===== src/rtl/riscv_pipeline_pkg.sv =====
// Shared pipeline types and sizing constants for the in-order RISC-V core.
// Producer classes and register-number widths used by the hazard scoreboard.
package riscv_pipeline_pkg;

    typedef enum logic [1:0] {
        OpAlu      = 2'd0,
        OpLoad     = 2'd1,
        OpLong     = 2'd2,
        OpReserved = 2'd3
    } op_class_t;

    localparam int unsigned DEFAULT_REGISTER_COUNT = 32;
    localparam int unsigned REGISTER_NUMBER_WIDTH  = 5;
    localparam int unsigned DELAY_WIDTH            = 2;

endpackage


===== src/rtl/scoreboard_entry.sv =====
// State for one architectural register: pending bit, forwarding delay and optional long_wait.
// Optional feature macro: SCOREBOARD_LONG_OP_EN (adds long_wait and long_complete).
module scoreboard_entry
    import riscv_pipeline_pkg::*;
#(
    parameter int unsigned LOAD_DELAY = 1
) (
    input  logic      clock,
    input  logic      reset,
    input  logic      issue,
    input  op_class_t issue_op_class,
    input  logic      write_back,
    input  logic      squash,
`ifdef SCOREBOARD_LONG_OP_EN
    input  logic      long_complete,
`endif
    output logic      pending,
    output logic      not_ready
);

    localparam logic [DELAY_WIDTH-1:0] LoadDelay = DELAY_WIDTH'(LOAD_DELAY);

    logic                   pending_q, pending_d;
    logic [DELAY_WIDTH-1:0] delay_q, delay_d;
`ifdef SCOREBOARD_LONG_OP_EN
    logic                   long_wait_q, long_wait_d;
`endif

    // Later assignments win: squash > issue > write back > long_complete > decrement.
    always_comb begin
        pending_d = pending_q;
        delay_d   = (delay_q != '0) ? delay_q - DELAY_WIDTH'(1) : delay_q;
`ifdef SCOREBOARD_LONG_OP_EN
        long_wait_d = long_wait_q;
        if (long_complete) long_wait_d = 1'b0;
`endif
        if (write_back) begin
            pending_d = 1'b0;
            delay_d   = '0;
`ifdef SCOREBOARD_LONG_OP_EN
            long_wait_d = 1'b0;
`endif
        end
        if (issue) begin
            pending_d = 1'b1;
            delay_d   = '0;
`ifdef SCOREBOARD_LONG_OP_EN
            long_wait_d = 1'b0;
`endif
            case (issue_op_class)
                OpLoad: delay_d = LoadDelay;
`ifdef SCOREBOARD_LONG_OP_EN
                OpLong: long_wait_d = 1'b1;
`else
                OpLong: delay_d = LoadDelay;
`endif
                default: ;
            endcase
        end
        if (squash) begin
            pending_d = 1'b0;
            delay_d   = '0;
`ifdef SCOREBOARD_LONG_OP_EN
            long_wait_d = 1'b0;
`endif
        end
    end

    always_ff @(posedge clock or posedge reset) begin
        if (reset) begin
            pending_q <= 1'b0;
            delay_q   <= '0;
`ifdef SCOREBOARD_LONG_OP_EN
            long_wait_q <= 1'b0;
`endif
        end else begin
            pending_q <= pending_d;
            delay_q   <= delay_d;
`ifdef SCOREBOARD_LONG_OP_EN
            long_wait_q <= long_wait_d;
`endif
        end
    end

    assign pending = pending_q;
`ifdef SCOREBOARD_LONG_OP_EN
    assign not_ready = pending_q & ((delay_q != '0) | long_wait_q);
`else
    assign not_ready = pending_q & (delay_q != '0);
`endif

endmodule


===== src/rtl/hazard_scoreboard.sv =====
// Register-write scoreboard beside decode: tracks in-flight producers, raises operand and WAW stalls.
// Optional feature macro: SCOREBOARD_LONG_OP_EN (LONG producers wait for long_complete).
module hazard_scoreboard
    import riscv_pipeline_pkg::*;
#(
    parameter int unsigned REGISTER_COUNT = riscv_pipeline_pkg::DEFAULT_REGISTER_COUNT,
    parameter int unsigned LOAD_DELAY     = 1
) (
    input  logic                             clock,
    input  logic                             reset,
    input  logic                             issue_valid,
    input  logic                             issue_write_enable,
    input  logic [REGISTER_NUMBER_WIDTH-1:0] issue_destination_register_number,
    input  op_class_t                        issue_op_class,
    input  logic [REGISTER_NUMBER_WIDTH-1:0] register_number_a,
    input  logic [REGISTER_NUMBER_WIDTH-1:0] register_number_b,
    input  logic [REGISTER_NUMBER_WIDTH-1:0] decode_destination_register_number,
    input  logic                             decode_write_enable,
    input  logic                             write_back_valid,
    input  logic [REGISTER_NUMBER_WIDTH-1:0] write_back_destination_register_number,
    input  logic                             squash_valid,
    input  logic [REGISTER_NUMBER_WIDTH-1:0] squash_destination_register_number,
`ifdef SCOREBOARD_LONG_OP_EN
    input  logic                             long_complete,
    input  logic [REGISTER_NUMBER_WIDTH-1:0] long_destination_register_number,
`endif
    output logic                             stall_a,
    output logic                             stall_b,
    output logic                             stall,
    output logic [REGISTER_COUNT-1:0]        pending
);

    logic [REGISTER_COUNT-1:0] not_ready;
    logic                      issue_fire;
    logic                      waw;

    assign issue_fire = issue_valid & issue_write_enable;

    // Register 0 is hardwired: never pending, never stalls.
    assign pending[0]   = 1'b0;
    assign not_ready[0] = 1'b0;

    for (genvar i = 1; i < REGISTER_COUNT; i++) begin : g_entry
        localparam logic [REGISTER_NUMBER_WIDTH-1:0] Index = REGISTER_NUMBER_WIDTH'(i);

        scoreboard_entry #(
            .LOAD_DELAY (LOAD_DELAY)
        ) u_entry (
            .clock          (clock),
            .reset          (reset),
            .issue          (issue_fire && (issue_destination_register_number == Index)),
            .issue_op_class (issue_op_class),
            .write_back     (write_back_valid
                             && (write_back_destination_register_number == Index)),
            .squash         (squash_valid && (squash_destination_register_number == Index)),
`ifdef SCOREBOARD_LONG_OP_EN
            .long_complete  (long_complete && (long_destination_register_number == Index)),
`endif
            .pending        (pending[i]),
            .not_ready      (not_ready[i])
        );
    end

    always_comb begin
        stall_a = not_ready[register_number_a];
        stall_b = not_ready[register_number_b];
        waw     = decode_write_enable & pending[decode_destination_register_number];
        stall   = stall_a | stall_b | waw;
    end

endmodule


===== config.mk =====
export PLATFORM = sky130hd
export DESIGN_NAME = hazard_scoreboard
export DESIGN_NICKNAME = d
export VERILOG_FILES = /design/src/rtl/riscv_pipeline_pkg.sv /design/src/rtl/scoreboard_entry.sv /design/src/rtl/hazard_scoreboard.sv
export SDC_FILE = /design/constraint.sdc
export NUM_CORES = 1
export LEC_CHECK = 0
export ABC_AREA = 1
export BUFFER_PORTS_ARGS = -buffer_cell sky130_fd_sc_hd__buf_4
export CORE_MARGIN = 2
export CORE_UTILIZATION = 44
export DETAILED_ROUTE_END_ITERATION = 10
export PLACE_DENSITY = 0.65
export RECOVER_POWER = 100
export SLEW_MARGIN = 10
export SYNTH_ARGS = -nofsm -noshare
export SYNTH_HDL_FRONTEND = slang
export SYNTH_SLANG_ARGS = --single-unit
export TNS_END_PERCENT = 100

===== constraint.sdc =====
create_clock -name clock -period 4.3 [get_ports clock]
set_clock_uncertainty 0.05 [all_clocks]
set_input_delay 1.075 -clock clock [delete_from_list [all_inputs] [get_ports clock]]
set_output_delay 1.075 -clock clock [all_outputs]
set_load 0.005 [all_outputs]

### After elaboration in Yosys (flattened, before gate mapping)

Cells that the tools add are included.

| word-level totals | value |
|---|---|
| logic and storage cells | 637 |
| output and inout bits | 35 |
| input bits | 39 |
| register bits after elaboration | 93 |

| operators by class | value |
|---|---|
| reductions and logical operators | 187 |
| $lt $le $gt $ge | 3 |
| bitwise gates (word level) | 35 |
| add/subtract/negate cells | 31 |
| equality and inequality tests | 95 |
| muxes and demuxes | 224 |

Operators with widths:

| operator | number |
|---|---|
| 2-bit 2-to-1 mux | 124 |
| 5-bit equality test, second input constant | 48 |
| 4-bit nonzero test | 31 |
| 5-bit by 4-bit equality test with 1-bit output, second input constant | 24 |
| 1-bit 2-to-1 mux | 97 |
| 1-bit logical AND | 93 |
| 3-bit nonzero test | 31 |
| 2-bit nonzero test | 31 |
| 2-bit by 1-bit subtractor with 2-bit output, second input constant | 31 |
| 5-bit by 3-bit equality test with 1-bit output, second input constant | 12 |
| 1-bit bitwise AND | 33 |
| 5-bit by 2-bit equality test with 1-bit output, second input constant | 6 |
| 5-bit by 6-bit less-than comparator with 1-bit output, second input constant | 3 |
| 1-bit binary-select mux with 5-bit select | 3 |
| 5-bit by 1-bit equality test with 1-bit output, second input constant | 3 |
| 2-bit by 1-bit equality test with 1-bit output, second input constant | 1 |
| 2-bit equality test, second input constant | 1 |
| 1-bit bitwise OR | 2 |
| 2-bit OR reduction | 1 |

### Logic depth before layout (Yosys ltp)

| depth | value |
|---|---|
| word-level depth | 6 |
| depth in mapped cells | 11 |
| mapped depth without buffers | 11 |

### Hierarchy

Synthesis repeated with hierarchy kept, for this count alone.

| second synthesis, totals | value |
|---|---|
| cell total of the unflattened synthesis | 1327 |
| area total of the unflattened synthesis | 7808.7 µm² |

By module, submodules not included:

| module | sequential area each (µm²) | instances | area each (µm²) | cells each |
|---|---|---|---|---|
| scoreboard_entry | 75.1 | 31 | 192.7 | 29 |
| hazard_scoreboard | 0.0 | 1 | 1835.5 | 428 |

### Least setup slack after synthesis

Ideal clock, no wire load.

| timing | value |
|---|---|
| kind | input-to-output |
| start | input decode_destination_register_number[0] |
| end | output stall |
| path slack | 1.257 ns |
| required time | 3.175 ns |
| stages | 11 |
| arrival time | 1.918 ns |
| path buffers | 2 |
| cell sequence | buf_2 -> inv_2 -> buf_4 -> nand2_1 -> nand3_1 -> nand3_1 -> nand2_1 -> nand2_1 -> nand3_1 -> nand3_1 -> nand3_1 |

| on the way | value |
|---|---|
| cells in the longest elaborated chain, start to end | 4 |

RTL lines:

| item | line | text |
|---|---|---|
| start, declared | hazard_scoreboard.sv:17 | `input logic [REGISTER_NUMBER_WIDTH-1:0] decode_destination_register_number,` |
| 1-bit binary-select mux with 5-bit select | hazard_scoreboard.sv:67 | `waw = decode_write_enable & pending[decode_destination_register_number];` |
| 1-bit 2-to-1 mux (implied by the code) | hazard_scoreboard.sv:67 |  |
| 1-bit bitwise AND | hazard_scoreboard.sv:67 |  |
| 1-bit bitwise OR | hazard_scoreboard.sv:68 | `stall = stall_a \| stall_b \| waw;` |
| end, declared | hazard_scoreboard.sv:29 | `output logic stall,` |

No other way between the ends. The select of a mux whose other input is x is not followed.

### Worst setup path after layout

| timing | value |
|---|---|
| start | input register_number_a[0] |
| end | output stall |

| on the way | value |
|---|---|
| cells in the longest elaborated chain, start to end | 4 |

RTL lines:

| item | line | text |
|---|---|---|
| start, declared | hazard_scoreboard.sv:15 | `input logic [REGISTER_NUMBER_WIDTH-1:0] register_number_a,` |
| 1-bit binary-select mux with 5-bit select | hazard_scoreboard.sv:65 | `stall_a = not_ready[register_number_a];` |
| 1-bit 2-to-1 mux (implied by the code) | hazard_scoreboard.sv:65 |  |
| 1-bit bitwise OR (2 in a row) | hazard_scoreboard.sv:68 |  |

No other way between the ends. The select of a mux whose other input is x is not followed.

==> run_results.csv <==
group,metric,value,unit
setup_path,r2r_slack,3.04,ns
power,p_seq_frac,0.335,
setup_path,r2r_end,"g_entry[23].u_entry.delay_q[1]",
synthesis,synthArstFlopShare,1.00,
floorplan,die_h,130,um
clock_network,hold_buffers,0,
clock_network,tritoncts,"done",
global_route,grt_max_degree,75,
clock_network,h-tree-depth,3,
timing,tightest_slew,1.43,ns
layout,diodes,0,
min_path,holdCritStartpoint,"g_entry[4].u_entry.delay_q[1]",
floorplan,rows,45,
synthesis,synth_area_per_cell,6.50,um2
setup_path,crit_top_cell,"nand2_1",
floorplan,die_width,130,um
floorplan,fp.dieArea,16800,um2
setup_path,critPathMaxFanout,11,
clock_network,post_cts_buffers,0,
global_route,grt_util_met3,0.0644,
synthesis,synth.top_cell.area_share,0.335,
routing,wl,21600,um
global_route,grt.busiest_layer,"met2",
clock_network,root_buffer,"clkbuf_16",
setup_path,crit_chain,"buf_4 > clkinv_1 > nor2_1 > nand2_1 > nand2_1 > nor2_1 > nand2_1 > nand3_1 > nand3_1 > nand2_1 > nand3_1 > buf_4",
global_route,antenna_found_initial,0,
synthesis,synthesis.area,6960,um2
floorplan,ios,74,
routing,first_iter_violations,671,
layout,fillers,1620,
layout,drive_gt1_frac,0.0914,
placed_design,gp_congestion,1.02,
routing,route.detailed.wl_per_inst,16.3,um
synthesis,syn-instance-count,1070,
global_route,grt_use_met2,0.429,
global_route,grt_pass1_vias,6557,
clock_network,clk_latency,0.36,ns
synthesis,netlist_top_cells_area,"dfrtp_1, nand2_1, inv_1",
power,power.switching,1.80,mW
setup_path,ff2ff_path_depth,4,
timing,timing.final.crit_share,0.835,
floorplan,core-area,15300,um2
setup_path,criticalPathCategory,"input pin to output pin",
layout,final_util,0.506,
routing,final_antenna_net_count,0,
power,p_leak,4.17,nW
routing,vias,7014,
synthesis,synth.net_count,1140,
synthesis,synth_edf_count,0,
setup_path,critPathMaxStageDelay,0.35,ns
timing,slew_violations,0,
setup_path,endpoint_kind,"output pin",
power,switching_share,0.402,
setup_path,reg2reg_from,"g_entry[23].u_entry.delay_q[0]",
placed_design,portBuffers,72,
routing,via_per_inst,5.29,
floorplan,start_util,0.454,
clock_network,cts_resized,0,
synthesis,synth.most_common_cell,"nand2_1",
setup_path,startpoint_type,"input pin",
min_path,holdPathStages,2,
global_route,overflow,0,
setup_path,cp.required,3.17,ns
timing,relSlewSlack,0.0414,
synthesis,synth_cell_types,33,
synthesis,synth_top_area_cell,"dfrtp_1",
power,p_int,2.67,mW
run_status,outcome,"finished clean",
synthesis,ys.flop_type,"dfrtp_1",
layout,final_cell_area,7740,um2
global_route,grt_use_total,0.271,
routing,dr.pass1.iters,6,
clock_network,clk_path_buf_depth,2,
layout,area_delta_synth_final,11.3,%
setup_path,crit_slowest_cell,"nor2_1",
synthesis,netlist_top_cells_count,"nand2_1, inv_1, nor2_1, nand3_1, dfrtp_1",
min_path,hold_class,"flop to flop",
global_route,grt_pass1_wl,34800,um
power,pwr-share-clk,0.202,
power,p_comb_frac,0.463,
min_path,hold_path_end,"g_entry[4].u_entry.delay_q[1]",
power,ir_worst_vdd,0.000332,V
setup_path,arrival,2.46,ns
placed_design,dp_hpwl,17100,um
timing,finalCriticalPeriod,3.59,ns
timing,fmaxAchievable,279,MHz
clock_network,cts.sinks,93,
placed_design,dpl_cell_area,7460,um2
timing,holdWs,0.435,ns
clock_network,clk_pin_slew_worst_paths,0.07,ns
timing,hold_viol_final,0,
timing,setup-tns-final,0,ns
layout,fin_nets,1181,
clock_network,numCtsBuffers,9,
synthesis,yosysWarnings,0,
job,max-cap-violations,0,
synthesis,ys_seq_elements,93,
power,powerDensity,577,nW/um2
timing,rsz0062_at_grt,"false",
routing,drc_errors,0,
global_route,gr-usage-met1,0.361,
synthesis,ys_seq_area_frac,0.335,
timing,setup_viol,0,
-- worst max-delay path, delay by kind of cell --
family | cells | cell delay, ns
buf+inv | 3 | 0.51
simple gates | 9 | 0.89
-- power groups by stage --
stage | combinational [mW] | sequential (mW) | clock (mW)
6_report | 2.07 | 1.50 | 0.900
5_1_grt | 2.43 | 1.55 | 0.956
4_1_cts | 2.10 | 1.50 | 0.914
3_5_place_dp | 2.09 | 1.51 | 0
3_3_place_gp | 2.03 | 1.50 | 0
2_1_floorplan | 1.65 | 1.43 | 0
-- kinds of logic after synthesis --
logic type,after synthesis,synth area share
adders and majority gates,31,0.0558
xor gates and xnor gates,1,0.00234
AOI/OAI and AO/OA,133,0.110
and+or+nand+nor,570,0.344
other,1,0.000539
DFF,93,0.335
buffers and inverters,241,0.153
-- cells in the final DEF, fill, tap and decap left out, types with 3 or more instances in the layout --
| cell type | netlist | final |
|---|---|---|
| nand2_1 | 250 | 251 |
| inv_1 | 189 | 189 |
| nor2_1 | 156 | 158 |
| nand3_1 | 118 | 118 |
| dfrtp_1 | 93 | 93 |
| a21oi_1 | 55 | 55 |
| buf_4 | 35 | 38 |
| clkbuf_4 | 0 | 33 |
| ha_1 | 31 | 31 |
| nor3_1 | 30 | 30 |
| o22ai_1 | 30 | 30 |
| o21ai_0 | 25 | 28 |
| clkbuf_16 | 0 | 9 |
| a21boi_0 | 7 | 7 |
| nand4_1 | 3 | 5 |
| clkbuf_1 | 0 | 5 |
| nor2_2 | 4 | 4 |
| inv_2 | 4 | 3 |
| o211ai_1 | 2 | 3 |
| a31o_2 | 3 | 3 |
-- metrics by stage --
stage / worst slack (ns) / power [mW] / cells
after floorplan: 0.755 / 3.08 / 1070
after global placement: 0.867 / 3.53 / 1311
after detailed placement: 0.840 / 3.60 / 1311
after CTS: 0.842 / 4.51 / 1327
after global routing: 0.551 / 4.93 / 1327
final: 0.710 / 4.46 / 1327
-- per-layer routing --
metal / wire [um] / share of wire / vias to the layer above
met5: 0 / 0 / -
met2: 9920 / 0.46 / 275
met1: 9260 / 0.43 / 3246
met3: 1710 / 0.079 / 47
met4: 743 / 0.034 / 0
li1: - / - / 3446
-- flip-flops by register name (all words and copies together), names as in the netlist --
register,count
g_entry.u_entry.delay_q,62
g_entry.u_entry.pending,31
-- layout make-up --
class,instances,area (um2),area share
flip-flops and latches,93,2330,0.301
clock buffers,11,253,0.0326
repair buffers,76,552,0.0713
well taps,211,264,0.0341
clock inverters,5,82.6,0.0107
multi-input cells,736,3530,0.456
inverters,195,734,0.0948
-- worst max-delay path by stage --
| stage | depth (start not counted) | slack [ns] | start | end |
|---|---|---|---|---|
| 2_1_floorplan | 1 | 0.75 | reset | g_entry[10].u_entry.delay_q[0] |
| 3_3_place_gp | 12 | 0.87 | register_number_a[0] | stall |
| 3_5_place_dp | 12 | 0.84 | register_number_a[0] | stall |
| 4_1_cts | 12 | 0.84 | register_number_a[0] | stall |
| 5_1_grt | 12 | 0.55 | register_number_a[0] | stall |
| 6_report | 12 | 0.71 | register_number_a[0] | stall |
(Power assumes the default switching activity.)
